[src/rtl/dipsw_debounce.sv]
// dipsw_debounce
//   Conditions raw DIP-switch / pushbutton levels for the LED/DIP-switch PIO.
//   Each bit is brought into the clk domain through a two-flop synchroniser.
//   It is then debounced independently against a shared free-running tick
//   prescaler. A new level must persist for STABLE_TICKS ticks before it is
//   committed to sw_out. Each commit produces a registered one-cycle rise or
//   fall pulse, and 'changed' ORs all pulses together for interrupt or
//   edge-capture logic.
//
// Ports
//   clk         system clock, rising edge
//   reset       synchronous, active-high reset
//   sw_in       raw asynchronous switch levels   [WIDTH]
//   sw_out      debounced levels (PIO in_port)   [WIDTH]
//   rise_pulse  one-cycle pulse on 0->1 commit   [WIDTH]
//   fall_pulse  one-cycle pulse on 1->0 commit   [WIDTH]
//   changed     OR of all rise/fall pulses
module dipsw_debounce #(
    parameter int               WIDTH        = 5,
    parameter int               TICK_DIV     = 50000,
    parameter int               STABLE_TICKS = 8,
    parameter logic [WIDTH-1:0] RESET_VALUE  = '0
) (
    input  logic             clk,
    input  logic             reset,
    input  logic [WIDTH-1:0] sw_in,
    output logic [WIDTH-1:0] sw_out,
    output logic [WIDTH-1:0] rise_pulse,
    output logic [WIDTH-1:0] fall_pulse,
    output logic             changed
);

    localparam int PW = $clog2(TICK_DIV);
    localparam int CW = $clog2(STABLE_TICKS);
    localparam logic [PW-1:0] PRESC_MAX = PW'(TICK_DIV - 1);
    localparam logic [CW-1:0] CNT_MAX   = CW'(STABLE_TICKS - 1);

    logic [WIDTH-1:0]         s1, s2;
    logic [PW-1:0]            presc;
    logic                     tick;
    logic [WIDTH-1:0][CW-1:0] cnt;
    logic [WIDTH-1:0]         mism;
    logic [WIDTH-1:0]         commit;

    assign tick = (presc == PRESC_MAX);
    // A bit is pending while its synchronised level differs from the
    // committed one.
    assign mism = s2 ^ sw_out;

    for (genvar i = 0; i < WIDTH; i++) begin : g_bit
        // Commit on the tick that would take the count past STABLE_TICKS-1.
        assign commit[i] = mism[i] & tick & (cnt[i] == CNT_MAX);
    end

    always_ff @(posedge clk) begin
        if (reset) begin
            s1         <= RESET_VALUE;
            s2         <= RESET_VALUE;
            presc      <= '0;
            cnt        <= '0;
            sw_out     <= RESET_VALUE;
            rise_pulse <= '0;
            fall_pulse <= '0;
        end else begin
            s1    <= sw_in;
            s2    <= s1;
            presc <= tick ? '0 : presc + PW'(1);
            for (int i = 0; i < WIDTH; i++) begin
                // Any return to the committed level cancels the pending
                // change, even between ticks.
                if (!mism[i])
                    cnt[i] <= '0;
                else if (commit[i])
                    cnt[i] <= '0;
                else if (tick)
                    cnt[i] <= cnt[i] + CW'(1);
            end
            sw_out     <= sw_out ^ commit;
            // The pulses are registered alongside the commit, so each pulse
            // shows in the first cycle that sw_out holds the new level.
            rise_pulse <= commit & s2;
            fall_pulse <= commit & ~s2;
        end
    end

    assign changed = |(rise_pulse | fall_pulse);

endmodule

[config.mk]
export PLATFORM = sky130hd
export DESIGN_NAME = dipsw_debounce
export DESIGN_NICKNAME = d
export VERILOG_FILES = /design/src/rtl/dipsw_debounce.sv
export SDC_FILE = /design/constraint.sdc
export NUM_CORES = 1
export LEC_CHECK = 0
export CORE_MARGIN = 8
export CORE_UTILIZATION = 50
export DETAILED_ROUTE_END_ITERATION = 10
export MAX_ROUTING_LAYER = met4
export PLACE_DENSITY = 0.75
export SLEW_MARGIN = 30
export SYNTH_ARGS = -nofsm -noshare
export SYNTH_HDL_FRONTEND = slang
export SYNTH_SLANG_ARGS = --single-unit
[constraint.sdc]
create_clock -name clk -period 1.4 [get_ports clk]
set_input_delay 0.42 -clock clk [delete_from_list [all_inputs] [get_ports clk]]
set_output_delay 0.42 -clock clk [all_outputs]
set_load 0.01 [all_outputs]
==> results.md, run 1 <==
- Fin crit share: 113%
- Largest cells by area after synthesis: dfxtp_1, ha_1, nor2_1, nand3_1, xnor2_1
- Slowest stage cell, crit path: dfxtp_4
- Hold Buf Count CTS: 0
- Clock Tree Buf Depth: 2
- Non-filler instance count after layout: 361
- DR WL/cell: 17.1 µm
- Final count of pins violating max slew: 0
- Clock sinks: 56
- Diodes inserted: 0
- Synth cell types: 29
- Skew-Pair Late Insertion Delay: 0.32 ns
- Worst VDD drop: 0.000743 V
- IO Pins: 23
- Area leader, netlist: dfxtp_1
- CP Launch Type: flip-flop
- # DRC: 0
- Worst-Margin Slew: 0.382 ns
- Area grow syn2layout: 41.4%
- Routability cong.: 0.768
- Hold Vio Cnt, Final: 0
- Initial antenna violation count: 0
- Placed insts: 342
- Die Wd: 84.6 µm
- Clock transition at the registers of the reported paths: 0.10 ns
- Top cell type's share of synthesized area: 47.6%
- Failing checks: negative setup slack
- Status: finished, violations left
- Post-DRT Antenna Nets: 0
- CTS HTree Levels: 2
- CP dominant cell by count: buf_4
- Seq/Total Area, Yosys: roughly 48%
- Via density: between 5 and 6
- Post-DP Area: about 2900 µm²
- Crit. Startpoint: presc[12]$_SDFF_PP0_
- Critical Path AT: 1.79 ns
- Syn Nets: approximately 260
- Starting density of the core: between 50% and 60%
- Gr usage total: 15.6%
- Core area: 4630 µm²
- Largest fanout on the critical path: 5
- Clk root buf: clkbuf_8
- Worst endpoint required time: 1.61 ns
- Pleak: about 0.0013 µW
- Mapped Avg Cell Area: 9.70 µm²
- Achievable Freq: 0.632 GHz
- Pwr per Cell Area: 788 nW/µm²
- Min-delay worst type: reg2reg
- Initial DRT Pass Iterations: 4
- Largest net degree at the start of global routing: 18
- Tot Pwr: 2630 µW
- Maxcap violations: 0
- Fraction of registers with async set or reset after synthesis: 0%
- Final Cell Area: 3330 µm²
- DIE AREA: 7160 µm²
- Slew headroom: 74.3%
- 1st-iter DRT viols: 205
- WHS: 0.443 ns
- CTS buffer count: 5
- Crit path capture type: flip-flop
- Die Height: 84.6 µm
- Vias in the first global route: 1,879
- Setup_tns: -4.62 ns
- Final setup vio count: 46
- Synth Instances: 243
- NumNets Final: 324
- Minimum clock period: 1.58 ns
- FF+latch count, synth: 56
- Core Rows: 25
- Slowest Stage Delay on Critical Path: 0.38 ns
- Buffers added on ports: 22
- Hold Path Origin: s1[3]$_SDFF_PP0_
- Setup Skew: 0.0120 ns
- Grt total ovfl: 0
- WS Path Type: reg2reg
- Most common cell in the netlist: dfxtp_1
- CTS tree: built
- Vias: 2,068
- R2r setup slk: -0.18 ns
- RSZ-0062 raised after global routing: yes
- Ys flop type: dfxtp_1
- Yosys warning total: 0
- Layout cell share with drive strength beyond 1: 36.2%
- Critical path, cell by cell: nor4b_4 -> buf_4 -> nand4_1 -> buf_4 -> buf_6 -> nand2_1 -> a21oi_1
- DRT Wirelength: between 6000 and 7000 µm
- Post-route worst setup slack: -0.183 ns
- Post-synth top cells: dfxtp_1, nor2_1, nand3_1
- Detailed Place HPWL: 3400 µm
- First-pass GRT wire length: 8780 µm
- R2r startpoint: presc[12]$_SDFF_PP0_
- Number of synthesized flops with an enable pin: 0
- Cell area after synthesis: 2360 µm²
-- registers in the layout (all words and copies together), names as in the netlist --
register / flops
cnt: 15
fall_pulse: 5
presc: 16
rise_pulse: 5
s1: 5
s2: 5
sw_out: 5
-- layout make-up --
class                           count  area, µm²
Fill cell                         306       1300
Clock buffer                        6       72.6
Inverter                            9       33.8
Tap cell                           54       67.6
Multi-Input combinational cell    170       1410
Timing Repair Buffer               64        592
Sequential cell                    56       1140
Clock inverter                      2       16.3
-- cells in the final DEF, fill, tap and decap left out, types with 4 or more instances in the layout --
| master | instances |
|---|---|
| dfxtp_1 | 46 |
| buf_4 | 32 |
| nor2_1 | 29 |
| nand3_1 | 16 |
| xnor2_1 | 12 |
| a21oi_2 | 11 |
| nor2b_1 | 10 |
| ha_1 | 10 |
| and4b_1 | 9 |
| inv_1 | 9 |
| dfxtp_2 | 8 |
| xor2_1 | 7 |
| nand2b_1 | 6 |
| clkdlybuf4s50_1 | 6 |
| dlygate4sd2_1 | 6 |
| nand2_4 | 5 |
| mux2i_1 | 5 |
| nand2_1 | 5 |
| clkbuf_8 | 5 |
| buf_6 | 5 |
| clkdlybuf4s15_1 | 5 |
| nand3_2 | 4 |
| a21oi_1 | 4 |
| buf_2 | 4 |
| buf_12 | 4 |
-- path summary, 6_finish.rpt --
| check | endpoint | cells after the start |
|---|---|---|
| max | cnt[7]$_SDFFE_PP0N_ | 7 |
| min | s2[3]$_SDFF_PP0_ | 1 |
| max reg2reg | cnt[7]$_SDFFE_PP0N_ | 7 |
| min reg2reg | s2[3]$_SDFF_PP0_ | 1 |
-- through the flow --
step / worst slack, ns / util, %
after floorplan: -0.0155 / -
after global placement: -0.202 / 62.1
after detailed placement: -0.212 / 62.1
after CTS: -0.186 / 67.2
after global routing: -0.232 / 71.9
final: -0.183 / 71.9
-- kinds of logic (layout without fill, tap and decap cells) --
group | after synthesis | in the layout | synth area share (%)
adders and majority gates | 11 | 11 | 5.84
muxes | 5 | 5 | 2.12
DFF | 56 | 56 | 47.6
AOI/OAI and AO/OA | 20 | 20 | 4.25
and+or+nand+nor | 115 | 115 | 29.2
buffers and inverters | 17 | 81 | 3.93
xor gates and xnor gates | 19 | 19 | 7.06
-- layer usage --
layer | GRT usage, % | vias to the layer above | routed length [µm] | part of all wire [%]
met2 | 25.1 | 77 | 3080 | 50
met4 | 6.15 | 0 | 209 | 3.4
met1 | 17.9 | 996 | 2480 | 40
met5 | - | - | 0 | 0
met3 | 4.49 | 22 | 406 | 6.6
li1 | - | 973 | - | -
-- repair_timing --
item,4_1_cts,5_1_grt
resized for setup,54,51
hold endpoints to repair,0,0
setup endpoints to repair,46,53
gates cloned,1,1
setup buffers,6,3
pin swaps,12,26
-- report_power, final --
group          switching [µW]  internal (µW)
logic                    45.4           60.6
registers                18.1           1610
clock network             534            357
total                     598           2030
-- critical path: cells and delay by family, from the launching register on --
| family | cells | cell delay [ns] |
|---|---|---|
| AOI/OAI and AO/OA | 1 | 0.06 |
| DFF | 1 | 0.38 |
| and+or+nand+nor | 3 | 0.53 |
| buffers and inverters | 3 | 0.49 |
No activity file was read; power rests on OpenSTA's default activity.
==> run 2, diff against run 1 <==
--- a/config.mk
+++ b/config.mk
@@ -10,6 +10,7 @@
 export DETAILED_ROUTE_END_ITERATION = 10
 export MAX_ROUTING_LAYER = met4
 export PLACE_DENSITY = 0.75
+export RECOVER_POWER = 50
 export SLEW_MARGIN = 30
 export SYNTH_ARGS = -nofsm -noshare
 export SYNTH_HDL_FRONTEND = slang
==> run 2 against run 1 <==
Compared with the run above: the flow still finishes with violations (negative setup slack); flip-flop and latch count stayed put; worst setup slack better by 0.0024 ns; first-iteration DRC count is 0.49% lower; total power is 0.25% lower; global-route usage stayed put; clock-buffer cell count stayed put; critical path depth stayed put; via count is 0.19% lower; combinational power is 6% lower; core utilization is 0.38 points lower; clock skew hardly changed; worst hold slack hardly changed; critical endpoint unchanged; highest routed layer unchanged.
==> results.md, run 2 (synthesis gave the netlist of run 1 again) <==
- First-pass GRT wire length: 8780 µm
- Area grow syn2layout: 40.6%
- Post-route worst setup slack: -0.181 ns
- Core area: about 4600 µm²
- Fin crit share: 113%
- Clock transition at the registers of the reported paths: 0.10 ns
- Status: finished, violations left
- WS Path Type: reg2reg
- Most common cell after layout, fill and taps aside: dfxtp_1
- NumNets Final: 324
- Die Wd: 84.6 µm
- RSZ-0062 raised after global routing: yes
- Diodes inserted: 0
- IO Pins: 23
- Reg with most FFs: presc
- Hold Path Depth: 1
- DRT Wirelength: 6190 µm
- Slew headroom: 74.0%
- Worst VDD drop: 0.000744 V
- Final count of pins violating max slew: 0
- CP Launch Type: flip-flop
- CTS buffer count: 5
- WHS: between 0.4 and 0.5 ns
- Initial DRT Pass Iterations: 5
- Largest fanout on the critical path: 5
- CTS tree: built
- Clock sinks: 56
- Worst endpoint required time: 1.61 ns
- DIE AREA: 7160 µm²
- Core Rows: 25
- Commonest cells after routing, fill and taps aside: dfxtp_1, buf_4, nor2_1
- Grt total ovfl: 0
- Detailed Place HPWL: 3400 µm
- Pwr per Cell Area: 791 nW/µm²
- Vias in the first global route: 1,879
- Starting density of the core: 50.9%
- Max reg flops: 16
- Crit path capture type: flip-flop
- Min-delay worst type: reg2reg
- Initial antenna violation count: 0
- Failing checks: negative setup slack
- Maxcap violations: 0
- Fill count: slightly above 300
- Setup Skew: around 0.012 ns
- Largest net degree at the start of global routing: 18
- Clock Tree Buf Depth: 2
- Via density: between 5 and 6
- R2r setup slk: -0.18 ns
- Skew-Pair Late Insertion Delay: 0.32 ns
- Post-DRT Antenna Nets: 0
- Buffers added on ports: 22
- Largest registers: presc x16, cnt x15
- Hold Vio Cnt, Final: 0
- Minimum clock period: 1.58 ns
- CTS HTree Levels: 2
- Critical Path AT: 1.79 ns
- Die Height: 84.6 µm
- Worst-Margin Slew: 0.386 ns
- # DRC: 0
- Routability cong.: 0.768
- Achievable Freq: roughly 0.63 GHz
- DR WL/cell: 17.1 µm
- Pleak: 0.00129 µW
- Vias: 2,064
- Final setup vio count: between 40 and 50
- Clk root buf: clkbuf_8
- Gr usage total: 15.6%
- Layout cell share with drive strength beyond 1: a little over a third
- Post-place setup slack: -0.212 ns
- 1st-iter DRT viols: 204
- Reg2Reg Depth: 7
[run 2: cell types whose count changed in the layout (fill, tap and decap cells not counted), sizes merged]
cell	before	now
buf	46	44
clkbuf	7	9
clkdlybuf4s50	6	5
dlygate4sd3	0	1
[run 2: layout make-up]
cell class,instances,area (µm²),share of cell area (%)
inverter,9,33.8,1.02
clock buffer,6,72.6,2.19
tap,54,67.6,2.04
sequential,56,1140,34.4
clock inverter,2,16.3,0.491
timing repair buffer,64,574,17.3
multi-input combinational,170,1410,42.6
[run 2: what timing repair did]
item | CTS | global route
resized for setup | 54 | 51
endpoints found under the hold margin | 0 | 0
cloned | 1 | 1
pin swaps | 12 | 26
endpoints found under the setup margin | 46 | 53
hold buffers | 0 | 0
setup buffers | 6 | 3
[run 2: per-stage QoR]
step	area, µm²	utilization (%)	cells	total power, µW	setup TNS [ns]
global placement	2880	62.1	342	1760	-5.93
detailed placement	2880	62.1	342	1760	-6.11
finish	3310	71.6	361	2620	-4.78
floorplan	2380	-	243	1710	-0.147
CTS	3110	67.2	357	2640	-0.970
global route	3310	71.6	361	2720	-7.30
[run 2: worst paths after layout]
kind / from / end
setup / recovery: presc[12]$_SDFF_PP0_ / cnt[7]$_SDFFE_PP0N_
hold / removal: s1[3]$_SDFF_PP0_ / s2[3]$_SDFF_PP0_
setup reg to reg: presc[12]$_SDFF_PP0_ / cnt[7]$_SDFFE_PP0N_
hold reg to reg: s1[3]$_SDFF_PP0_ / s2[3]$_SDFF_PP0_
[run 2: power by group]
part           switching (µW)  internal, µW
clock                     534           357
combinational            44.6          54.7
sequential               18.0          1610
[run 2: layer usage]
layer	GRT usage (%)	vias up	share of wire (%)
met3	4.49	20	5.7
met5	-	-	0
met1	17.9	989	41
met4	6.15	0	3.3
met2	25.1	83	50
li1	-	972	-
[run 2: critical path, stage by stage (launching register included)]
cell     delay, ns
dfxtp_4       0.38
nor4b_4       0.29
buf_4         0.15
nand4_1       0.18
buf_4         0.21
buf_6         0.13
nand2_1       0.06
a21oi_1       0.06
